**src/rtl/i2s_tx.sv**
```systemverilog
// i2s_tx: I2S slave transmitter with a one-deep sample holding register.
// Synchronises the master's BCK/LRCK into the clk domain and shifts the
// sample out MSB first on detected BCK falling edges with the standard I2S
// one-bit delay after each LRCK transition.
//
// Optional feature (macro I2S_TX_STEREO_DUP_EN):
//   defined   - right slot retransmits the current left-slot word
//   undefined - right slot transmits all zeros
//
// Ports:
//   clk          system clock (>= 8x BCK)
//   reset        asynchronous active-low reset
//   bck_i        I2S bit clock from the master (async)
//   lrck_i       I2S word select from the master (0 = left, 1 = right, async)
//   sample_data  sample to transmit (two's complement)
//   sample_valid sample_data is valid
//   sample_ready holding register empty, sample will be accepted
//   sd_out       I2S serial data, MSB first
//   frame_start  one-clk pulse at each left-slot start
//   underrun     one-clk pulse at a left-slot start with no sample held
module i2s_tx #(
  parameter int unsigned DATA_W = 24,
  parameter int unsigned SLOT_W = 32
) (
  input  logic              clk,
  input  logic              reset,
  input  logic              bck_i,
  input  logic              lrck_i,
  input  logic [DATA_W-1:0] sample_data,
  input  logic              sample_valid,
  output logic              sample_ready,
  output logic              sd_out,
  output logic              frame_start,
  output logic              underrun
);

  localparam int unsigned CNT_W = (SLOT_W > 1) ? $clog2(SLOT_W) : 1;
  localparam logic [CNT_W-1:0] CNT_MAX = CNT_W'(SLOT_W - 1);

  // Synchronisers and edge-detect stage
  logic              r_bck_s1, r_bck_s2, r_bck_d;
  logic              r_lr_s1, r_lr_s2, r_lr_rec;

  // Datapath state
  logic [CNT_W-1:0]  r_cnt;
  logic [DATA_W-1:0] r_shift;
  logic [DATA_W-1:0] r_tx_word;
  logic [DATA_W-1:0] r_hold;
  logic              r_hold_full;
  logic              r_ready;
  logic              r_sd;
  logic              r_frame_start;
  logic              r_underrun;

  // Next-state values
  logic [CNT_W-1:0]  w_cnt_nxt;
  logic [DATA_W-1:0] w_shift_nxt;
  logic [DATA_W-1:0] w_tx_nxt;
  logic [DATA_W-1:0] w_hold_nxt;
  logic              w_full_nxt;
  logic              w_sd_nxt;
  logic              w_fs_nxt;
  logic              w_ur_nxt;

  logic w_fall, w_slot_start, w_left_start, w_right_start, w_accept;

  assign w_fall        = r_bck_d & ~r_bck_s2;
  // LRCK is compared against the value recorded at the previous fall, so a
  // slot start is only ever seen on a BCK fall.
  assign w_slot_start  = w_fall & (r_lr_s2 != r_lr_rec);
  assign w_left_start  = w_slot_start & ~r_lr_s2;
  assign w_right_start = w_slot_start &  r_lr_s2;
  assign w_accept      = sample_valid & ~r_hold_full;

  assign sample_ready = r_ready;
  assign sd_out       = r_sd;
  assign frame_start  = r_frame_start;
  assign underrun     = r_underrun;

  // Next-state logic for slot sequencing, shifting and the holding register
  always_comb begin
    w_cnt_nxt   = r_cnt;
    w_shift_nxt = r_shift;
    w_tx_nxt    = r_tx_word;
    w_hold_nxt  = r_hold;
    w_full_nxt  = r_hold_full;
    w_sd_nxt    = r_sd;
    w_fs_nxt    = 1'b0;
    w_ur_nxt    = 1'b0;

    // Accept only when empty; a sample taken in the same clk as a left start
    // lands in the holder and waits for the next frame.
    if (w_accept) begin
      w_hold_nxt = sample_data;
      w_full_nxt = 1'b1;
    end

    if (w_left_start) begin
      w_fs_nxt  = 1'b1;
      w_cnt_nxt = '0;
      w_sd_nxt  = 1'b0;
      if (r_hold_full) begin
        w_tx_nxt    = r_hold;
        w_shift_nxt = r_hold;
        w_full_nxt  = 1'b0;
      end else begin
        w_tx_nxt    = '0;
        w_shift_nxt = '0;
        w_ur_nxt    = 1'b1;
      end
    end else if (w_right_start) begin
      w_cnt_nxt = '0;
      w_sd_nxt  = 1'b0;
`ifdef I2S_TX_STEREO_DUP_EN
      w_shift_nxt = r_tx_word;
`else
      w_shift_nxt = '0;
`endif
    end else if (w_fall) begin
      if (32'(r_cnt) < DATA_W) begin
        w_sd_nxt    = r_shift[DATA_W-1];
        w_shift_nxt = r_shift << 1;
      end else begin
        w_sd_nxt = 1'b0;
      end
      if (r_cnt != CNT_MAX) begin
        w_cnt_nxt = r_cnt + CNT_W'(1);
      end
    end
  end

  // State registers
  always_ff @(posedge clk or negedge reset) begin
    if (!reset) begin
      r_bck_s1      <= 1'b0;
      r_bck_s2      <= 1'b0;
      r_bck_d       <= 1'b0;
      r_lr_s1       <= 1'b0;
      r_lr_s2       <= 1'b0;
      r_lr_rec      <= 1'b0;
      r_cnt         <= '0;
      r_shift       <= '0;
      r_tx_word     <= '0;
      r_hold        <= '0;
      r_hold_full   <= 1'b0;
      r_ready       <= 1'b1;
      r_sd          <= 1'b0;
      r_frame_start <= 1'b0;
      r_underrun    <= 1'b0;
    end else begin
      r_bck_s1      <= bck_i;
      r_bck_s2      <= r_bck_s1;
      r_bck_d       <= r_bck_s2;
      r_lr_s1       <= lrck_i;
      r_lr_s2       <= r_lr_s1;
      if (w_fall) begin
        r_lr_rec <= r_lr_s2;
      end
      r_cnt         <= w_cnt_nxt;
      r_shift       <= w_shift_nxt;
      r_tx_word     <= w_tx_nxt;
      r_hold        <= w_hold_nxt;
      r_hold_full   <= w_full_nxt;
      r_ready       <= ~w_full_nxt;
      r_sd          <= w_sd_nxt;
      r_frame_start <= w_fs_nxt;
      r_underrun    <= w_ur_nxt;
    end
  end

endmodule

```
**config.mk**
```make
export PLATFORM = sky130hd
export DESIGN_NAME = i2s_tx
export DESIGN_NICKNAME = d
export VERILOG_FILES = /design/src/rtl/i2s_tx.sv
export SDC_FILE = /design/constraint.sdc
export NUM_CORES = 1
export LEC_CHECK = 0
export CAP_MARGIN = 20
export CORE_MARGIN = 2
export CORE_UTILIZATION = 49
export DETAILED_ROUTE_END_ITERATION = 10
export PLACE_DENSITY_LB_ADDON = 0.08
export SYNTH_ARGS = -nofsm -noshare
export SYNTH_HDL_FRONTEND = slang
export SYNTH_SLANG_ARGS = --single-unit
```
**constraint.sdc**
```tcl
create_clock -name clk -period 1.7 [get_ports clk]
set_clock_uncertainty 0.05 [all_clocks]
set_input_delay 0.425 -clock clk [delete_from_list [all_inputs] [get_ports clk]]
set_output_delay 0.425 -clock clk [all_outputs]
set_load 0.01 [all_outputs]
```
==> flow_summary_export.csv, run 1 <==
group,metric,value,unit
drt,via_per_inst,5.040,
critical_path,crit_path_max_fanout,3,
die,start_util,51.48,%
yosys,avgSynthCellArea,11.53,sq um
drt,drc_errors,0,
power,report.power.total,4.486,mW
global_route,grt_pass1_vias,1779,
cts,numCtsBuffers,9,
drt,dr.first_iter.drc_count,97,
cells_and_area,num-nets-final,305,
placement,pre_cts_ws,-0.09070,ns
drt,drtPass1Iterations,4,
cts,root_buffer,"clkbuf_8",
drt,met3_length,215,um
timing,tightest_slew,0.3625,ns
die,coreArea,0.005172,sq mm
yosys,synth.most_common_cell,"dfrtp_1",
drt,wl_met2,2.111,mm
placement,gp_congestion,0.7407,
min_path,min_path_type,"in -> async",
critical_path,cpPeakStageDelay,0.39,ns
critical_path,worstSetupPathType,"reg -> reg",
yosys,ys_seq_elements,64,
timing,hold_ws,0.05493,ns
cells_and_area,n_antenna_cell,0,
placement,hpwl,2.810,mm
global_route,grt_max_degree,65,
cells_and_area,drive_above_1_share,28.88,%
cts,cts_sinks,64,
status,status,"finished, final reports clean",
cts,cts.htree.levels,3,
yosys,synthCells,231,
timing,min_period,1.670,ns
cells_and_area,fin_util,64.37,%
timing,finalHoldViolations,0,
drt,post_drt_wl_per_cell,13.62,um
die,io_pins,33,
timing,drv_slew,0,
power,power.ir.vdd_worst,708.4,uV
timing,finalWorstSetupSlack,0.03017,ns
timing,max_freq,598.9,MHz
timing,relSlewSlack,75.83,%
global_route,overflow,0,
power,p_leak,1.384,nW
yosys,synth_area,0.002663,sq mm
yosys,synth_edf_count,0,
die,die_h,77.72,um
critical_path,crit_buf_inv,0,
global_route,grt_pass1_wl,8.024,mm
critical_path,path_cells,"ha_2 > and3_4 > ha_4 > nor3b_4 > nand4_1 > xor2_1 > nor2_1",
yosys,ys.flop_type,"dfrtp_1",
cells_and_area,synthToLayoutAreaGrowth,25.05,%
yosys,synth_area_leaders,"dfrtp_1, mux2_2, o21ai_0, a21oi_2, nand2_1",
critical_path,required,1.86,ns
yosys,synth_common_cells,"dfrtp_1, nand2_1, nor2_1, o21ai_0, mux2_2",
yosys,ys_seq_area_share,60.20,%
timing,grt_setup_unrepaired,"true",
yosys,yosysWarnings,0,
drt,met1Wirelength,2.317,mm
die,die_width,77.72,um
placement,io_buffers,32,
timing,tns,0,ns
cts,worstSkewPairLatency,0.33,ns
timing,setup_viol,0,
cts,clk_pin_slew,0.07,ns
critical_path,cp.arrival,1.83,ns
timing,fin_crit_sh,98.23,%
drt,vias,1749,
power,power_density,1347,mW/mm^2
critical_path,endpoint_kind,"flip-flop",
cts,ctsLongestPathBuffers,2,
critical_path,slowest_stage,"dfrtp_1",
yosys,async_flop_share,100.0,%
yosys,synthDistinctLibCells,29,
drt,highest_layer,"met4",
cts,cts_tree,"yes",
job,cap_violations,0,
die,num_rows,26,
drt,routed_wl,4.726,mm
global_route,antenna_found_initial,0,
critical_path,worstSetupStartpointType,"flip-flop",
yosys,syn-num-nets,262,
die,dieArea,0.006040,sq mm
critical_path,critPathTopFamily,"simple AND/OR/NAND/NOR gates",
cts,postCtsHoldBufs,0,
cells_and_area,nFillCells,434,
drt,ant_nets,0,
yosys,yosysTopAreaCell,"dfrtp_1",
yosys,synthDominantCellAreaShare,59.21,%
global_route,grt_use_total,17.20,%
power breakdown:
part	internal (mW)	total [mW]	switching, mW
combinational	0.613	1.02	0.408
clock	0.635	1.16	0.523
sequential	2.03	2.31	0.277
area by class of cell:
cell class | instances | area, sq um | share of cell area [%]
Clock buffer | 14 | 172.7 | 5.186
Inverter | 3 | 13.76 | 0.4134
Multi-Input combinational cell | 152 | 1012 | 30.40
Sequential cell | 64 | 1603 | 48.14
Tap cell | 70 | 87.58 | 2.631
Timing Repair Buffer | 44 | 440.4 | 13.23
metal layers:
layer / track usage [%] / vias up
met2: 25.95 / 31
met3: 4.884 / 10
li1: - / 866
met5: 0 / -
met4: 8.571 / 0
met1: 22.79 / 842
path summary, 6_finish.rpt:
kind	startpoint	end	slack, ns	depth (start not counted)
worst max register to register	r_cnt[0]	r_cnt[3]	0.03	7
worst min register to register	r_lr_s1	r_lr_s2	0.29	0
worst max-delay path	r_cnt[0]	r_cnt[3]	0.03	7
min in group clk	r_lr_s1	r_lr_s2	0.29	0
worst min-delay path	reset	r_cnt[0]	0.05	2
max in group asynchronous	reset	sample_ready	1.24	2
cells by family after synthesis:
group / after synthesis / synth area share [%]
AND/OR/NAND/NOR: 65 / 10.57
flip-flops: 64 / 60.20
AO/OA/AOI/OAI: 55 / 12.64
multiplexers: 25 / 10.57
buffers and inverters: 16 / 3.760
XOR/XNOR: 4 / 1.316
adder cells (fa/ha/maj): 2 / 0.9397
through the flow:
stage | std cells | instance area, sq um
after floorplan | 231 | 2676
after global placement | 331 | 3119
after detailed placement | 331 | 3119
after CTS | 346 | 3307
after global routing | 347 | 3329
final | 347 | 3329
sequential cells by signal, summed over array words and instances, names as in the netlist:
signal        flops
r_shift          24
r_hold           24
r_bck_s1          1
r_lr_s1           1
r_lr_rec          1
r_hold_full       1
r_bck_s2          1
frame_start       1
underrun          1
r_bck_d           1
r_cnt             5
sd_out            1
r_lr_s2           1
sample_ready      1
layout by cell type, fill, tap and decap left out, types with 2 or more instances in the layout:
| cell type | Yosys | routed |
|---|---|---|
| xor2_1 | 2 | 2 |
| mux2_2 | 25 | 25 |
| buf_12 | 0 | 3 |
| a21oi_2 | 15 | 16 |
| nor2_1 | 28 | 28 |
| clkdlybuf4s50_1 | 0 | 29 |
| inv_1 | 2 | 2 |
| clkbuf_1 | 5 | 2 |
| buf_4 | 0 | 9 |
| a21oi_1 | 11 | 10 |
| dlygate4sd2_1 | 0 | 2 |
| dfrtp_1 | 63 | 63 |
| clkbuf_8 | 0 | 12 |
| o21ai_0 | 27 | 27 |
| and2_4 | 1 | 2 |
| xnor2_1 | 2 | 2 |
| nand2_1 | 28 | 28 |
timing repair:
| item | CTS | global route |
|---|---|---|
| buffers inserted | 1 | 0 |
| cloned | 0 | 1 |
| setup endpoints to repair | 4 | 28 |
| gates resized for setup | 3 | 5 |
| pin swaps | 3 | 3 |
No activity file was read; power rests on OpenSTA's default activity.
==> run 2, diff against run 1 <==
- ABC_CLOCK_PERIOD_IN_PS: default -> 1700
- TNS_END_PERCENT: default -> 50
==> flow_summary_export.csv, run 2 (synthesized netlist as in run 1, its figures left out) <==
group,metric,value,unit
timing,finalHoldViolations,0,
cts,clk_pin_slew,0.07,ns
critical_path,crit_buf_inv,1,
power,power.ir.vdd_worst,700.8,uV
critical_path,worstSetupStartpointType,"flip-flop",
critical_path,critPathTopFamily,"buffers and inverters",
timing,setup_viol,0,
global_route,grt_pass1_vias,1808,
cells_and_area,fin_util,64.05,%
die,coreArea,0.005172,sq mm
cells_and_area,top_regs,"r_hold (24), r_shift (24), r_cnt (5)",
cts,numCtsBuffers,9,
status,status,"finished, final reports clean",
critical_path,worstSetupPathType,"reg -> out",
cells_and_area,synthToLayoutAreaGrowth,24.44,%
cts,cts.htree.levels,3,
drt,drtPass1Iterations,4,
power,report.power.total,4.426,mW
cts,cts_tree,"yes",
cells_and_area,drive_above_1_share,27.96,%
timing,hold_ws,0.05103,ns
global_route,grt_max_degree,65,
drt,routed_wl,4.916,mm
cts,postCtsSetupBuffers,0,
cells_and_area,num-nets-final,305,
job,cap_violations,0,
power,p_clk_share,25.1,%
power,power_density,1336,mW/mm^2
critical_path,endpoint_kind,"output port",
cells_and_area,finalNonFillerCells,349,
global_route,grt_use_met3,5.581,%
timing,max_freq,606.4,MHz
cts,cts_sinks,64,
cts,worstSkewPairLatency,0.33,ns
cts,root_buffer,"clkbuf_8",
cells_and_area,n_antenna_cell,0,
timing,min_period,1.649,ns
die,die_width,77.72,um
die,die_h,77.72,um
timing,fin_crit_sh,97.00,%
timing,relSlewSlack,75.99,%
critical_path,path_cells,"clkdlybuf4s50_1",
global_route,grtUsageMet2,25.95,%
drt,drc_errors,0,
power,p_seq_share,52.1,%
die,io_pins,33,
critical_path,r2r_cells,7,
die,start_util,51.48,%
power,p_leak,1.379,nW
cells_and_area,layout_commonest_cell,"dfrtp_1",
global_route,antenna_found_initial,0,
power,p_sw_share,27.67,%
drt,via_per_inst,5.043,
global_route,grt_pass1_wl,8.121,mm
global_route,grt_use_total,17.54,%
placement,io_buffers,32,
timing,tightest_slew,0.3588,ns
critical_path,cpPeakStageDelay,0.52,ns
critical_path,required,1.22,ns
global_route,busiest_layer,"met2",
power,switchingPower,1.225,mW
min_path,min_path_type,"in -> async",
critical_path,cp.arrival,1.17,ns
cells_and_area,layout_common_cells,"dfrtp_1, clkdlybuf4s50_1, nor2_1, nand2_1, o21ai_0",
cts,ctsLongestPathBuffers,2,
global_route,overflow,0,
placement,placedCellCount,331,
drt,vias,1760,
timing,drv_slew,0,
drt,dr.first_iter.drc_count,72,
placement,hpwl,2.839,mm
drt,ant_nets,0,
placement,gp_congestion,0.7404,
die,dieArea,0.006040,sq mm
cts,postCtsHoldBufs,0,
critical_path,slowest_stage,"clkdlybuf4s50_1",
critical_path,crit_path_max_fanout,1,
timing,grt_setup_unrepaired,"true",
power,p_int,3.202,mW
critical_path,cp_num_cells,1,
power,power_frac_comb,22.8,%
global_route,grt_use_met1,22.90,%
drt,post_drt_wl_per_cell,14.09,um
die,num_rows,26,
[run 2: power groups by stage]
stage          Clock [mW]  Combinational (mW)  Sequential [mW]
3_3_place_gp            0               0.985             2.31
2_1_floorplan           0               0.706             2.26
4_1_cts              1.14                1.01             2.30
6_report             1.11                1.01             2.31
5_1_grt              1.20                1.13             2.37
3_5_place_dp            0                1.02             2.32
[run 2: timing repair]
item                                    in CTS  in global routing
pin swaps                                    3                  0
gates resized for setup                      4                  3
endpoints found under the setup margin       5                 28
cloned                                       0                  2
[run 2: layout make-up]
| class | count | area [sq um] |
|---|---|---|
| Multi-Input combinational cell | 153 | 1017 |
| Timing Repair Buffer | 43 | 432.9 |
| Sequential cell | 64 | 1603 |
| Fill cell | 448 | 1859 |
| Clock buffer | 15 | 156.4 |
| Inverter | 3 | 11.26 |
| Clock inverter | 1 | 5.005 |
| Tap cell | 70 | 87.58 |
[run 2: stage by stage]
step	area [sq um]	TNS, ns	worst slack, ns
CTS	3293	0	0.02851
global route	3313	-0.06438	-0.03948
floorplan	2676	-0.3355	-0.01686
global placement	3119	-1.719	-0.07998
detailed placement	3119	-1.728	-0.09107
finish	3313	0	0.05099
[run 2: layer usage]
metal	up-vias	wire, um
li1	868	-
met1	851	2357
met2	31	2208
met3	10	237
met4	0	112
met5	-	0
[run 2: worst paths after layout]
check / start / slack (ns) / endpoint
max in group asynchronous: reset / 1.24 / sample_ready
setup / recovery: frame_start / 0.05 / frame_start
hold reg to reg: r_lr_s1 / 0.30 / r_lr_s2
setup reg to reg: r_cnt[0] / 0.06 / r_cnt[0]
hold / removal: reset / 0.05 / r_shift[17]
min in group clk: r_lr_s1 / 0.30 / r_lr_s2
